File: config.mk
export PLATFORM = sky130hd
export DESIGN_NAME = sample_expander
export DESIGN_NICKNAME = d
export VERILOG_FILES = /design/src/rtl/sample_expander_pkg.sv /design/src/rtl/sample_expander_clip_window_counter.sv /design/src/rtl/sample_expander.sv
export SDC_FILE = /design/constraint.sdc
export NUM_CORES = 1
export LEC_CHECK = 0
export BUFFER_PORTS_ARGS = -buffer_cell sky130_fd_sc_hd__buf_2
export CAP_MARGIN = 20
export CORE_ASPECT_RATIO = 1.4
export CORE_UTILIZATION = 57
export DETAILED_ROUTE_END_ITERATION = 8
export PLACE_DENSITY = 0.85
export SYNTH_ARGS = -nofsm -noshare
export SYNTH_HDL_FRONTEND = slang
export SYNTH_SLANG_ARGS = --single-unit
File: constraint.sdc
create_clock -name clk -period 4.7 [get_ports clk]
set_input_delay 0.235 -clock clk [delete_from_list [all_inputs] [get_ports clk]]
set_output_delay 0.235 -clock clk [all_outputs]
set_load 0.05 [all_outputs]
File: src/rtl/sample_expander_pkg.sv
// Shared DSP helpers: full-scale (clip) codes for an N-bit two's complement converter.
package sample_expander_pkg;

  localparam int CODE_W = 32;

  // Most negative code {1, 0...0}, returned zero-extended to CODE_W bits.
  function automatic logic [CODE_W-1:0] min_code(input int isz);
    return 32'd1 << (isz - 1);
  endfunction

  // Most positive code {0, 1...1}, returned zero-extended to CODE_W bits.
  function automatic logic [CODE_W-1:0] max_code(input int isz);
    return min_code(isz) - 32'd1;
  endfunction

endpackage

File: src/rtl/sample_expander_clip_window_counter.sv
// Counts clip codes over windows of 2^WIN_LOG2 valid samples and latches the
// per-window count, threshold alarm and a one-cycle stat_valid strobe.
module sample_expander_clip_window_counter #(
  parameter int WIN_LOG2 = 10
) (
  input  logic                clk,
  input  logic                reset,
  input  logic                i_valid,
  input  logic                i_clip,
  input  logic [WIN_LOG2:0]   i_thresh,
  output logic                o_stat_valid,
  output logic [WIN_LOG2:0]   o_clip_count,
  output logic                o_clip_alarm
);

  logic [WIN_LOG2-1:0] r_win_cnt;
  logic [WIN_LOG2:0]   r_run_cnt;
  logic [WIN_LOG2:0]   r_clip_count;
  logic                r_clip_alarm;
  logic                r_stat_valid;
  logic                w_win_end;
  logic [WIN_LOG2:0]   w_total;

  assign w_win_end = i_valid && (r_win_cnt == '1);
  // At most 2^WIN_LOG2 clips per window, so the extra bit makes overflow impossible.
  assign w_total   = r_run_cnt + (WIN_LOG2+1)'(i_clip);

  always_ff @(posedge clk) begin
    if (reset) begin
      r_win_cnt    <= '0;
      r_run_cnt    <= '0;
      r_clip_count <= '0;
      r_clip_alarm <= 1'b0;
      r_stat_valid <= 1'b0;
    end else begin
      r_stat_valid <= w_win_end;
      if (i_valid) begin
        r_win_cnt <= r_win_cnt + WIN_LOG2'(1);
      end
      if (w_win_end) begin
        r_clip_count <= w_total;
        r_clip_alarm <= (w_total >= i_thresh);
        r_run_cnt    <= '0;
      end else if (i_valid && i_clip) begin
        r_run_cnt <= w_total;
      end
    end
  end

  assign o_stat_valid = r_stat_valid;
  assign o_clip_count = r_clip_count;
  assign o_clip_alarm = r_clip_alarm;

endmodule

File: src/rtl/sample_expander.sv
// Widens narrow signed ADC samples (sign-extend or MSB-align), flags full-scale
// clip codes and reports windowed clip statistics.
module sample_expander
  import sample_expander_pkg::*;
#(
  parameter int ISZ      = 12,
  parameter int OSZ      = 17,
  parameter int ALIGN    = 0,
  parameter int WIN_LOG2 = 10
) (
  input  logic                clk,
  input  logic                reset,
  // Stream: a sample transfers on every cycle i_in_valid is high; there is no
  // ready, so the consumer must take each o_out_valid beat as it appears.
  input  logic                i_in_valid,
  input  logic [ISZ-1:0]      i_in,
  input  logic [WIN_LOG2:0]   i_clip_thresh,
  input  logic                i_clear_sticky,
  output logic                o_out_valid,
  output logic [OSZ-1:0]      o_out,
  output logic                o_clip,
  output logic                o_clip_sticky,
  output logic                o_stat_valid,
  output logic [WIN_LOG2:0]   o_clip_count,
  output logic                o_clip_alarm
);

  localparam logic [ISZ-1:0] L_MIN_CODE = ISZ'(min_code(ISZ));
  localparam logic [ISZ-1:0] L_MAX_CODE = ISZ'(max_code(ISZ));

  logic [OSZ-1:0] w_wide;
  logic           w_is_clip;
  logic           w_valid_clip;

  logic           r_out_valid;
  logic [OSZ-1:0] r_out;
  logic           r_clip;
  logic           r_clip_sticky;

  generate
    if (ALIGN != 0) begin : g_msb_align
      assign w_wide = {i_in, {(OSZ-ISZ){1'b0}}};
    end else begin : g_sign_ext
      assign w_wide = {{(OSZ-ISZ){i_in[ISZ-1]}}, i_in};
    end
  endgenerate

  assign w_is_clip    = (i_in == L_MIN_CODE) || (i_in == L_MAX_CODE);
  assign w_valid_clip = i_in_valid && w_is_clip;

  always_ff @(posedge clk) begin
    if (reset) begin
      r_out_valid   <= 1'b0;
      r_out         <= '0;
      r_clip        <= 1'b0;
      r_clip_sticky <= 1'b0;
    end else begin
      r_out_valid <= i_in_valid;
      r_clip      <= w_valid_clip;
      if (i_in_valid) begin
        r_out <= w_wide;
      end
      // A new clip beats a simultaneous clear so no event is ever lost.
      if (w_valid_clip) begin
        r_clip_sticky <= 1'b1;
      end else if (i_clear_sticky) begin
        r_clip_sticky <= 1'b0;
      end
    end
  end

  sample_expander_clip_window_counter #(
    .WIN_LOG2 (WIN_LOG2)
  ) u_clip_window_counter (
    .clk          (clk),
    .reset        (reset),
    .i_valid      (i_in_valid),
    .i_clip       (w_is_clip),
    .i_thresh     (i_clip_thresh),
    .o_stat_valid (o_stat_valid),
    .o_clip_count (o_clip_count),
    .o_clip_alarm (o_clip_alarm)
  );

  assign o_out_valid   = r_out_valid;
  assign o_out         = r_out;
  assign o_clip        = r_clip;
  assign o_clip_sticky = r_clip_sticky;

endmodule

# == Yosys cells after proc, flatten, opt, wreduce, memory -nomap -nowiden ==
# Cells that the tools add are included.
# op_classes
order_cmp,1
addsub,2
reduce_logical,5
eq_ne,3
muxes,2
# ops
cell,count
"== test 12 x 11 -> 1 bit, second input constant",1
"== test 12 bit, second input constant",1
adder 11 x 1 -> 11 bit,1
>= comparator 11 bit,1
"adder 10 x 1 -> 10 bit, second input constant",1
"== test 10 bit, second input constant",1
logical AND 1 bit,2
2-to-1 mux 1 bit,2
nonzero test 2 bit,1
OR reduction 2 bit,1
logical OR 1 bit,1
# totals
register_bits,49
word_cells,22
output_inout_bits,33
input_bits,27

# == Logic depth before layout (Yosys ltp) ==
# Gate-level depths: netlist of run 1.
# depth
word_depth,4
mapped_depth,15
depth_no_buf,14

# == Modules after synthesis ==
# A second synthesis of run 1 with hierarchy kept.
# hier_totals
cells_unflattened,249
area_unflattened_um2,2343.5
# modules_own_cells
mod,seq_area_each_um2,instances,area_each_um2,cells_each
sample_expander_clip_window_counter,680.7,1,1724.2,188
sample_expander,300.3,1,619.3,61

# == Worst setup path before layout of run 1 ==
# OpenSTA, ideal clock, no wires.
# synth_timing
path_type,in2reg
startpoint,input port i_in[8]
endpoint,register u_clip_window_counter.r_clip_alarm (netlist: u_clip_window_counter.o_clip_alarm)
arrival_ns,2.578
n_path_buf,1
t_required_ns,4.583
setup_time_ns,0.117
path_stages,15
path_slack_ns,2.005
cell_sequence,nor4b_1 -> and3_1 -> nor2_1 -> inv_1 -> buf_6 -> ha_1 -> ha_1 -> nand3_1 -> xnor2_1 -> ha_1 -> a21oi_1 -> nor2_1 -> a211oi_1 -> o21ai_0 -> a22o_1
# synth_between
elab_chain_len,4
elab_cells_between_ends,5
cone_classes,1 x add/sub; 1 x order compare; 2 x eq/ne; 1 x reduce/logical
# synth_lines
item,line,rtl
start: declaration,sample_expander.sv:16,"input logic [ISZ-1:0] i_in,"
== test 12 bit / == test 12 x 11 -> 1 bit (equally long branches),sample_expander.sv:48,assign w_is_clip = (i_in == L_MIN_CODE) || (i_in == L_MAX_CODE);
logical OR 1 bit (*),sample_expander.sv:48,
adder 11 x 1 -> 11 bit (*),sample_expander_clip_window_counter.sv:26,assign w_total = r_run_cnt + (WIN_LOG2+1)'(i_clip);
net u_clip_window_counter.w_total[8],sample_expander_clip_window_counter.sv:22,logic [WIN_LOG2:0] w_total;
>= comparator 11 bit (*),sample_expander_clip_window_counter.sv:42,r_clip_alarm <= (w_total >= i_thresh);
end signal: assignment,sample_expander_clip_window_counter.sv:42,
end: declaration,sample_expander_clip_window_counter.sv:19,logic r_clip_alarm;
# Mark *: on every way through the listed nets, which the timed path passes. The rest lies on a longest branch.
# A chain may end at the register's enable or synchronous reset.

# == Worst setup path in the final report of run 1 ==
# Same ends and word-level chain as after synthesis.

==> results of run 1 <==
==> layer usage <==
| metal | part of all wire [%] | global-route usage (%) | vias to the layer above |
|---|---|---|---|
| li1 | - | - | 987 |
| met2 | 51 | 39.76 | 48 |
| met4 | 2.2 | 10.49 | 0 |
| met1 | 42 | 25.54 | 921 |
| met3 | 4.5 | 5.700 | 10 |
| met5 | 0 | 0 | - |
==> worst max-delay path, cell delays in order <==
cell and delay, ns:
buf_2 0.12, nor4b_1 0.31, and3_1 0.25, nor2_1 0.08, inv_1 0.27, ha_1 0.35, ha_1 0.28, nand3_1 0.11
xnor2_1 0.24, ha_1 0.29, a21oi_1 0.15, nor2_1 0.06, a211oi_1 0.21, o21ai_0 0.12, a22o_1 0.20
==> flip-flops by register name, summed over array words and instances, names as in the netlist <==
name,flops
u_clip_window_counter.o_clip_alarm,1
u_clip_window_counter.r_win_cnt,10
u_clip_window_counter.r_run_cnt,11
o_out_valid,1
u_clip_window_counter.o_stat_valid,1
u_clip_window_counter.o_clip_count,11
o_clip_sticky,1
o_out,12
o_clip,1
==> final cells by class <==
class                      instances  area [um^2]
clock buffer                       5        68.82
clock inverter                     3        17.52
fill                             325         1252
inverter                          16        60.06
multi-input combinational        174         1250
sequential                        49        980.9
tap                               43        53.80
timing repair buffer              60        302.8
==> stage by stage <==
stage	instances	power [W]	utilization, %	cell area [um^2]	setup WS (ns)
2_1_floorplan	255	0.0005051	-	2402	2.005
3_3_place_gp	342	0.0005263	66.42	2648	1.397
3_5_place_dp	342	0.0005286	66.42	2648	1.359
4_1_cts	350	0.0007630	68.58	2734	1.669
5_1_grt	350	0.0007902	68.58	2734	1.257
6_report	350	0.0007575	68.58	2734	1.632
==> kinds of logic (layout without fill, tap and decap cells) <==
| family | Yosys count | in the layout | share of synthesized area (%) |
|---|---|---|---|
| compound gates | 37 | 37 | 11.25 |
| xor+xnor | 19 | 19 | 7.240 |
| fa+ha+maj | 15 | 15 | 7.813 |
| buf+inv | 32 | 84 | 7.135 |
| flops | 49 | 49 | 40.83 |
| mux | 16 | 16 | 6.667 |
| simple gates | 87 | 87 | 19.06 |
==> report_power, final <==
part	internal, W	switching, W	total, W
clock	0.000103	0.000136	0.000239
sequential	0.000423	0.00000550	0.000429
combinational	0.0000278	0.0000620	0.0000898
==> how the worst max path moves through the flow <==
stage,end,depth (start not counted)
2_1_floorplan,u_clip_window_counter.o_clip_alarm,15
3_3_place_gp,u_clip_window_counter.o_clip_alarm,15
3_5_place_dp,u_clip_window_counter.o_clip_alarm,15
4_1_cts,u_clip_window_counter.o_clip_alarm,15
5_1_grt,u_clip_window_counter.o_clip_alarm,15
6_report,u_clip_window_counter.o_clip_alarm,15
==> synth_stat cells, types with 2 or more instances <==
master,count
nand4b_1,2
o31ai_1,2
nor3_1,2
xor2_1,7
and2_1,2
nor2_1,31
and3_4,3
a21oi_1,10
nand3_1,12
inv_1,16
o311ai_0,2
nand2b_1,5
a22o_1,12
nand4_1,8
buf_2,2
dfxtp_1,49
nand2_1,7
and3_1,7
buf_4,7
xnor2_1,11
clkbuf_1,3
o21ai_0,3
a31o_2,3
ha_1,15
mux2i_1,16
buf_6,3
nor4_1,2
==> results.md, run 1 <==
* Final wirelength at 4.557 mm
* Hold Path Depth at 3
* Post-CTS setup repair buffer count at 0
* Worst reg2reg setup slack at roughly 2.1 ns
* Hold crit path type: in2reg
* Post-synth EDFFs at 0
* Startpoint types: primary input
* Crit end category: flop
* Final Max Tran Viols at 0
* Area Growth Syn to Fin at 13.80%
* Initial Utilization at 60.26%
* Skew final at roughly 0.0093 ns
* Final Setup Violations at 0
* Peak Freq at 326.0 MHz
* Peak supply drop at 0.2678 mV
* #FFs+latches synth at 49
* IO Count at 60
* Failing checks: design-rule violations
* Fin. Hold Viols at 0
* Setup TNS at 0 ns
* Nets at 348
* Status: complete, but fails checks
* Async SR Flop Fraction at 0%
* First-pass DRT Iterations at 6
* Largest fanout on the critical path at 11
* Per-cell routed wire length at 13.02 um
* Syn. warnings at 0
* Die ar. at between 0.004 and 0.005 mm^2
* Post-CTS sizing at 0
* Reg-to-Reg End: u_clip_window_counter.o_clip_alarm
* HPWL Detailed at 3.441 mm
* First-pass GRT wire length at 7.990 mm
* Initial antenna violation count at 0
* Clk slew on worst S/H paths at 0.09 ns
* Worst endpoint data arrival time at 3.28 ns
* Cts hold-fix bufs at 0
* Synth area leader: dfxtp_1
* Max Root-Sink Buffers at 2
* Cell count after synthesis at 255
* Least-Margin Pin Slew at 0.5490 ns
* Layout cells sized above 1 at 25.73%
* Distinct cells, synth at 40
* DR iter-0 viols at 50
* Power per Cell Area at between 200 and 300 mW/mm^2
* Syn_nets at 297
* CTS Buf Count at 5
* Area share of the largest cell type after synthesis at roughly two fifths
* Largest net degree at the start of global routing at 29
* CTS tree: yes
* Die Wd at 56.87 um
* Overall routing resource usage at around 23%
* Vias in the first global route at 1,845
* Mean area per synthesized cell at 9.421 um^2
* ANT nets after route at 0
* DRC at 6
* Max Cap Violations at 0
* H-Tree Level Count at 2
* Pleak at 1.316 nW
* Fin crit share at roughly 65%
* Die Y at 78.82 um
* Final global-route overflow total at 0
* Synthesized cell area at between 0.002 and 0.0025 mm^2
* Commonest non-fill, non-tap cell in the layout: buf_2
* Crit path from: i_in[8]
* Detailed-route via count at 1,966
* Clk sinks at just under 50
* Vias per inst at 5.617
* # port buffers at 59
* Setup CP Type: in2reg
* Hold EP: o_out[11]
* CP required at 4.91 ns
* Worst skew pair latency at 0.31 ns
* Rows at 27
* Core footprint at 0.003986 mm^2
* RSZ-0062 raised after global routing: false
* Hold_ws at 0.1897 ns
* Area contributors post-synth: dfxtp_1 (41%), ha_1 (7.8%), mux2i_1 (6.7%)
* ANT cells at 0
* R2R cell count at 10
* Shortest period the worst path allows at 3.068 ns
* Slew headroom at 63.40%
* Register area share after synthesis at 40.83%
* RR Startpoint: u_clip_window_counter.r_run_cnt[2]
* Most frequent cells in the layout: buf_2 (59), dfxtp_1 (49), nor2_1 (31)
* Final RePlAce weighted congestion at 0.9137
* Top_reg_cell synth: dfxtp_1
* Min-delay src: i_in[11]
* CTS root buf: clkbuf_8
No activity file was read; power rests on OpenSTA's default activity.
==> inputs of run 2 (changes only) <==
--- a/config.mk
+++ b/config.mk
@@ -5,12 +5,13 @@
 export SDC_FILE = /design/constraint.sdc
 export NUM_CORES = 1
 export LEC_CHECK = 0
+export ABC_AREA = 1
 export BUFFER_PORTS_ARGS = -buffer_cell sky130_fd_sc_hd__buf_2
 export CAP_MARGIN = 20
 export CORE_ASPECT_RATIO = 1.4
-export CORE_UTILIZATION = 57
+export CORE_UTILIZATION = 53
 export DETAILED_ROUTE_END_ITERATION = 8
-export PLACE_DENSITY = 0.85
+export PLACE_DENSITY = 0.79
 export SYNTH_ARGS = -nofsm -noshare
 export SYNTH_HDL_FRONTEND = slang
 export SYNTH_SLANG_ARGS = --single-unit
==> constraint.sdc (replaced) <==
create_clock -name clk -period 2.89 [get_ports clk]
set_input_delay 0.1445 -clock clk [delete_from_list [all_inputs] [get_ports clk]]
set_output_delay 0.1445 -clock clk [all_outputs]
set_load 0.05 [all_outputs]
==> run 2 against run 1 <==
  * The run now ends clean
  * Via count increased by 19%
  * Clock power increased by 61%
  * Combinational power increased by 76%
  * Sequential share of layout area decreased by 1.8 points
  * Largest cell class unchanged
  * Largest power group unchanged
==> results.md, run 2 <==
* Multiplexer area fraction after synthesis at 0%
* Synthesized cell area at 0.002517 mm^2
* Combinational share of power at 12.7%
* CTS tree: yes
* Per-cell routed wire length at 10.39 um
* Power share of the sequential group at 56.2%
* Layout cells sized above 1 at 19.90%
* Peak supply drop at 0.3825 mV
* Final Setup Violations at 0
* Post-CTS sizing at 0
* Combinational family with the most area after synthesis: simple AND/OR/NAND/NOR gates
* Crit end category: flop
* Die Wd at 60.25 um
* Least-Margin Pin Slew at 0.5122 ns
* Cts hold-fix bufs at 0
* IO Count at 60
* Hold crit path type: in2reg
* Cell count after synthesis at 366
* Synth Area in Compound Gates at 6.809%
* HPWL Detailed at roughly 3.8 mm
* Power per Cell Area at 431.4 mW/mm^2
* RR Startpoint: u_clip_window_counter.r_run_cnt[0]
* Final RePlAce weighted congestion at 0.8196
* CP required at 3.09 ns
* Top_reg_cell synth: dfxtp_1
* ANT cells at 0
* R2R cell count at 13
* Vias per inst at 4.868
* H-Tree Level Count at 2
* Initial Utilization at between 50% and 60%
* Post-CTS setup repair buffer count at 0
* Nets at 459
* Synth area leader: dfxtp_1
* Initial antenna violation count at 0
* Simple-Gate Fraction of Synth Area at 35.34%
* Final Max Tran Viols at 0
* ANT nets after route at 0
* First-pass GRT wire length at 8.645 mm
* Max reg flops at 12
* Hold Path Depth at 4
* Setup CP Type: in2reg
* Area contributors post-synth: dfxtp_1 (39%), nand2_1 (15%), nor2_1 (11%)
* Area share of the largest cell type after synthesis at 38.97%
* Internal at around 0.0009 W
* #FFs+latches synth at 49
* Setup TNS at 0 ns
* Most frequent cell after synthesis: nand2_1
* Skew final at 0.009272 ns
* # port buffers at 59
* Largest fanout on the critical path at 7
* Largest net degree at the start of global routing at 24
* Startpoint types: primary input
* Worst endpoint data arrival time at 2.45 ns
* FILL cells at 428
* DP Worst Slack at between 0.3 and 0.4 ns
* Distinct cells, synth at 30
* Overall routing resource usage at 22.13%
* CTS root buf: clkbuf_8
* Post-synthesis xor/xnor area fraction at under 10%
* Max Cap Violations at 0
* Peak Freq at around 440 MHz
* Max Root-Sink Buffers at 2
* Top cells by count, synth: nand2_1 (99), nor2_1 (74), dfxtp_1 (49)
* Syn. warnings at 0
* Clock Power Share at 31.0%
* Syn_nets at 408
* Fin crit share at 78.00%
* Reg-to-Reg End: u_clip_window_counter.o_clip_alarm
* Net Sw Power at 0.0003412 W
* Status: completed
* Commonest non-fill, non-tap cell in the layout: nand2_1
* First-pass DRT Iterations at 4
* Hold EP: o_clip_sticky
* Die ar. at 0.005033 mm^2
* Clk slew on worst S/H paths at 0.09 ns
* Min-delay src: i_clear_sticky
* Fin. Hold Viols at 0
* Detailed-route via count at 2,332
* Switch share at 27.48%
* Register area share after synthesis at slightly below 40%
* Synth Area in Adders at roughly 7.5%
* Final global-route overflow total at 0
* Most frequent cells in the layout: nand2_1 (99), nor2_1 (74), buf_2 (59)
* Setup ws final at 0.6357 ns
* Shortest period the worst path allows at 2.254 ns
* Slew headroom at 65.81%
* Area Growth Syn to Fin at 14.31%
* CTS Buf Count at 5
* Hold_ws at 0.09250 ns
* Worst skew pair latency at 0.30 ns
* Crit path from: i_in[6]
* Core footprint at 0.004536 mm^2
* Final wirelength at 4.978 mm
* Clk sinks at 49
* Mean area per synthesized cell at between 6 and 7 um^2
* Vias in the first global route at 2,186
* RSZ-0062 raised after global routing: false
* DRC at 0
* DR iter-0 viols at 88
* Rows at 29
* Die Y at about 84 um
* Pleak at between 1.5 and 2 nW
* Post-synth EDFFs at 0
* Worst reg2reg setup slack at 0.64 ns
* Async SR Flop Fraction at 0%
run 2: changes by cell type in the layout (fill, tap and decap cells not counted), moves of 4 or more:
cell and delta:
o21ai_0 +14, xor2_1 -4, and3_1 -7, xnor2_1 -10, inv_1 +20, nand2_2 +6, nor2_1 +43, nand2_1 +92
mux2i_1 -16, nand2b_1 -5, a22o_1 -12
run 2: how the worst max path moves through the flow:
stage                                               endpoint  slack [ns]  depth (start not counted)
final                     u_clip_window_counter.o_clip_alarm        0.64                         19
after global routing      u_clip_window_counter.o_clip_alarm        0.38                         19
after CTS                 u_clip_window_counter.o_clip_alarm        0.63                         13
after detailed placement  u_clip_window_counter.o_clip_alarm        0.32                         19
after global placement    u_clip_window_counter.o_clip_alarm        0.33                         19
after floorplan           u_clip_window_counter.o_clip_alarm        0.70                         18
run 2: power groups by stage:
| stage | logic [W] | registers, W | clock network, W |
|---|---|---|---|
| after floorplan | 0.0000762 | 0.000756 | 0 |
| after global placement | 0.000157 | 0.000713 | 0 |
| after detailed placement | 0.000159 | 0.000714 | 0 |
| after CTS | 0.000160 | 0.000698 | 0.000399 |
| after global routing | 0.000174 | 0.000700 | 0.000423 |
| final | 0.000158 | 0.000698 | 0.000385 |
run 2: stage by stage:
stage	utilization (%)	total power, W	area [um^2]	instances
final	63.45	0.001241	2878	479
after global routing	63.45	0.001297	2878	479
after CTS	63.45	0.001257	2878	479
after detailed placement	61.66	0.0008730	2796	472
after global placement	61.66	0.0008699	2796	472
after floorplan	-	0.0008324	2517	366
run 2: per-layer routing:
metal | track usage (%) | routed length (um)
met3 | 5.116 | 248
met2 | 40.46 | 2606
met5 | 0 | 0
met1 | 23.26 | 2038
met4 | 8.034 | 85
run 2: area by class of cell:
type	instances	area [um^2]	share of cell area [%]
Clock buffer	6	72.57	2.522
Clock inverter	1	8.758	0.3043
Inverter	38	142.6	4.957
Multi-Input combinational cell	264	1300	45.17
Sequential cell	49	980.9	34.09
Tap cell	62	77.57	2.696
Timing Repair Buffer	59	295.3	10.26
run 2: critical path: stages:
cell and delay, ns:
buf_2 0.11, nor2_1 0.09, nand2_1 0.05, nor2_1 0.09, nand2_1 0.06, nand2_2 0.08
ha_1 0.28, ha_1 0.22, nand2_1 0.07, nor2_2 0.12, nand2_1 0.09, xor2_1 0.26
ha_1 0.32, nand2_1 0.09, a21oi_1 0.06, nor2_1 0.10, nand4_1 0.10, nand2_1 0.06
nand2_1 0.04
run 2: cells by family after synthesis:
logic type      count (synthesis)
compound gates                 33
xor+xnor                        5
fa+ha+maj                      15
buf+inv                        53
flops                          49
simple gates                  211
==> inputs of run 3 (changes only) <==
==> constraint.sdc (replaced) <==
create_clock -name clk -period 2.2 [get_ports clk]
set_input_delay 0.11 -clock clk [delete_from_list [all_inputs] [get_ports clk]]
set_output_delay 0.11 -clock clk [all_outputs]
set_load 0.05 [all_outputs]
==> run 3 against run 2 <==
  * Via count up 2.2%
  * Sequential share of layout area is 2.1 points lower
  * Clock skew decreased by 0.0030 ns
  * Hold slack worse by 0.041 ns
  * Global-route usage shrank 0.058 points
  * Count of clock-buffer cells in the layout increased by 1
  * First-iteration DRC count is 5.7% lower
  * Core utilization rose by 4.1 points
  * Clock power is 33% higher
  * Largest cell class unchanged
==> results.md, run 3 (same netlist as run 2, synthesis figures left out) <==
* Status: completed
* FILL cells at 423
* DR iter-0 viols at 83
* # port buffers at slightly below 60
* Worst endpoint data arrival time at 2.27 ns
* Clk slew on worst S/H paths at around 0.080 ns
* CTS tree: yes
* Clk sinks at 49
* Rows at 29
* Fin. Hold Viols at 0
* Core footprint at 0.004536 mm^2
* Die Y at 83.55 um
* Largest fanout on the critical path at 3
* Reg-to-Reg End: u_clip_window_counter.o_clip_alarm
* Peak Freq at approximately 490 MHz
* ANT nets after route at 0
* Worst setup path endpoint: u_clip_window_counter.o_clip_alarm
* Final global-route overflow total at 0
* Final RePlAce weighted congestion at roughly 0.83
* Detailed-route via count at ~2,400
* Most frequent cells in the layout: nand2_1 (97), nor2_1 (72), buf_2 (59)
* Placed cell area at 0.002894 mm^2
* H-Tree Level Count at 2
* Post-Layout Inst Area at 0.003065 mm^2
* Final wirelength at between 5 and 6 mm
* Worst reg2reg setup slack at 0.19 ns
* Final Max Tran Viols at 0
* Largest net degree at the start of global routing at 24
* Commonest non-fill, non-tap cell in the layout: nand2_1
* Die Wd at 60.25 um
* Critical path's slowest cell: ha_1
* CTS Buf Count at 5
* RR Startpoint: u_clip_window_counter.r_run_cnt[0]
* Fin crit share at 92.04%
* IO Count at 60
* Overall routing resource usage at 22.07%
* Power per Cell Area at 535.6 mW/mm^2
* Area Growth Syn to Fin at 21.77%
* Max Cap Violations at 0
* CP Cell Sequence: buf_2 -> nor2_2 -> nand2_1 -> nor2_1 -> nand2_1 -> nand2_2 -> ha_4 -> ha_4 -> nand2_2 -> nor2_4 -> nand2_1 -> xor2_1 -> ha_1 -> nand2_1 -> nor2_4 -> nand3_1 -> nand4_1 -> nand2_1 -> nand2_1
* DRC at 0
* Vias in the first global route at 2,280
* Setup CP Type: in2reg
* R2R cell count at 13
* Slew headroom at 72.66%
* Worst skew pair latency at 0.30 ns
* ANT cells at 0
* Max incr delay on CP at 0.32 ns
* Shortest period the worst path allows at a little over 2 ns
* Hold_ws at 0.05152 ns
* Max reg flops at 12
* Die ar. at 0.005033 mm^2
* Setup TNS at 0 ns
* Crit end category: flop
* Initial Utilization at 55.50%
* Crit path from: i_in[2]
* First-pass GRT wire length at 8.797 mm
* Most used cell, CP: nand2_1
* First-pass DRT Iterations at 4
* Max Root-Sink Buffers at 2
* Initial antenna violation count at 0
* Pleak at 1.586 nW
* Vias per inst at slightly below 5
* Startpoint types: primary input
* CP required at 2.44 ns
* Per-cell routed wire length at slightly above 10 um
* Peak supply drop at 0.5056 mV
* CTS root buf: clkbuf_8
* Nets at 474
* Final Setup Violations at 0
* HPWL Detailed at 3.917 mm
* Layout cells sized above 1 at 24.94%
* Least-Margin Pin Slew at between 0.4 and 0.5 ns
* Hold crit path type: in2reg
* Skew final at 0.006223 ns
-- run 3: worst min-delay path by stage --
stage	from	to	slack [ns]	cells past startpoint
floorplan	i_in[0]	o_out[0]	0.24	2
global placement	i_in[2]	o_out[2]	0.36	3
detailed placement	i_clear_sticky	o_clip_sticky	0.37	4
CTS	i_clear_sticky	o_clip_sticky	0.05	4
global route	i_clear_sticky	o_clip_sticky	0.06	4
finish	i_clear_sticky	o_clip_sticky	0.05	4
-- run 3: where the power goes --
part           leakage [nW]  switching [W]  internal, W  total (W)
combinational          1.15       0.000153    0.0000601   0.000213
clock                0.0385       0.000287     0.000225   0.000512
sequential            0.399      0.0000107     0.000906   0.000917
total                  1.59       0.000450      0.00119    0.00164
-- run 3: per-layer routing --
metal / vias to the layer above / wire, um / global-route usage, %
li1: 1257 / - / -
met2: 67 / 2715 / 40.46
met4: 0 / 95 / 9.937
met1: 1053 / 2081 / 23.17
met5: - / 0 / 0
met3: 7 / 237 / 3.566
-- run 3: layout make-up --
class	count	area (um^2)	area share, %
inverter	38	142.6	4.653
timing repair buffer	74	407.9	13.31
tap	62	77.57	2.531
clock buffer	7	76.32	2.490
multi-input combinational	264	1373	44.78
sequential	49	980.9	32.00
clock inverter	1	7.507	0.2449
-- run 3: through the flow --
| stage | total power [W] | worst slack, ns | cells | util [%] |
|---|---|---|---|---|
| detailed placement | 0.001148 | -0.1808 | 485 | 63.81 |
| finish | 0.001642 | 0.1750 | 495 | 67.59 |
| global route | 0.001720 | -0.05207 | 495 | 67.59 |
| global placement | 0.001145 | -0.1004 | 485 | 63.81 |
| CTS | 0.001653 | 0.1235 | 493 | 65.66 |
| floorplan | 0.001093 | 0.04457 | 366 | - |
-- run 3: timing repair --
item,4_1_cts,5_1_grt
hold buffers,0,0
endpoints found under the setup margin,0,1
setup buffers,0,2
gates resized for setup,0,14
-- run 3: critical path, delay by kind of cell --
kind / cells / cell delay (ns)
simple gates: 14 / 1.26
xor+xnor: 1 / 0.15
buf+inv: 1 / 0.12
fa+ha+maj: 3 / 0.61
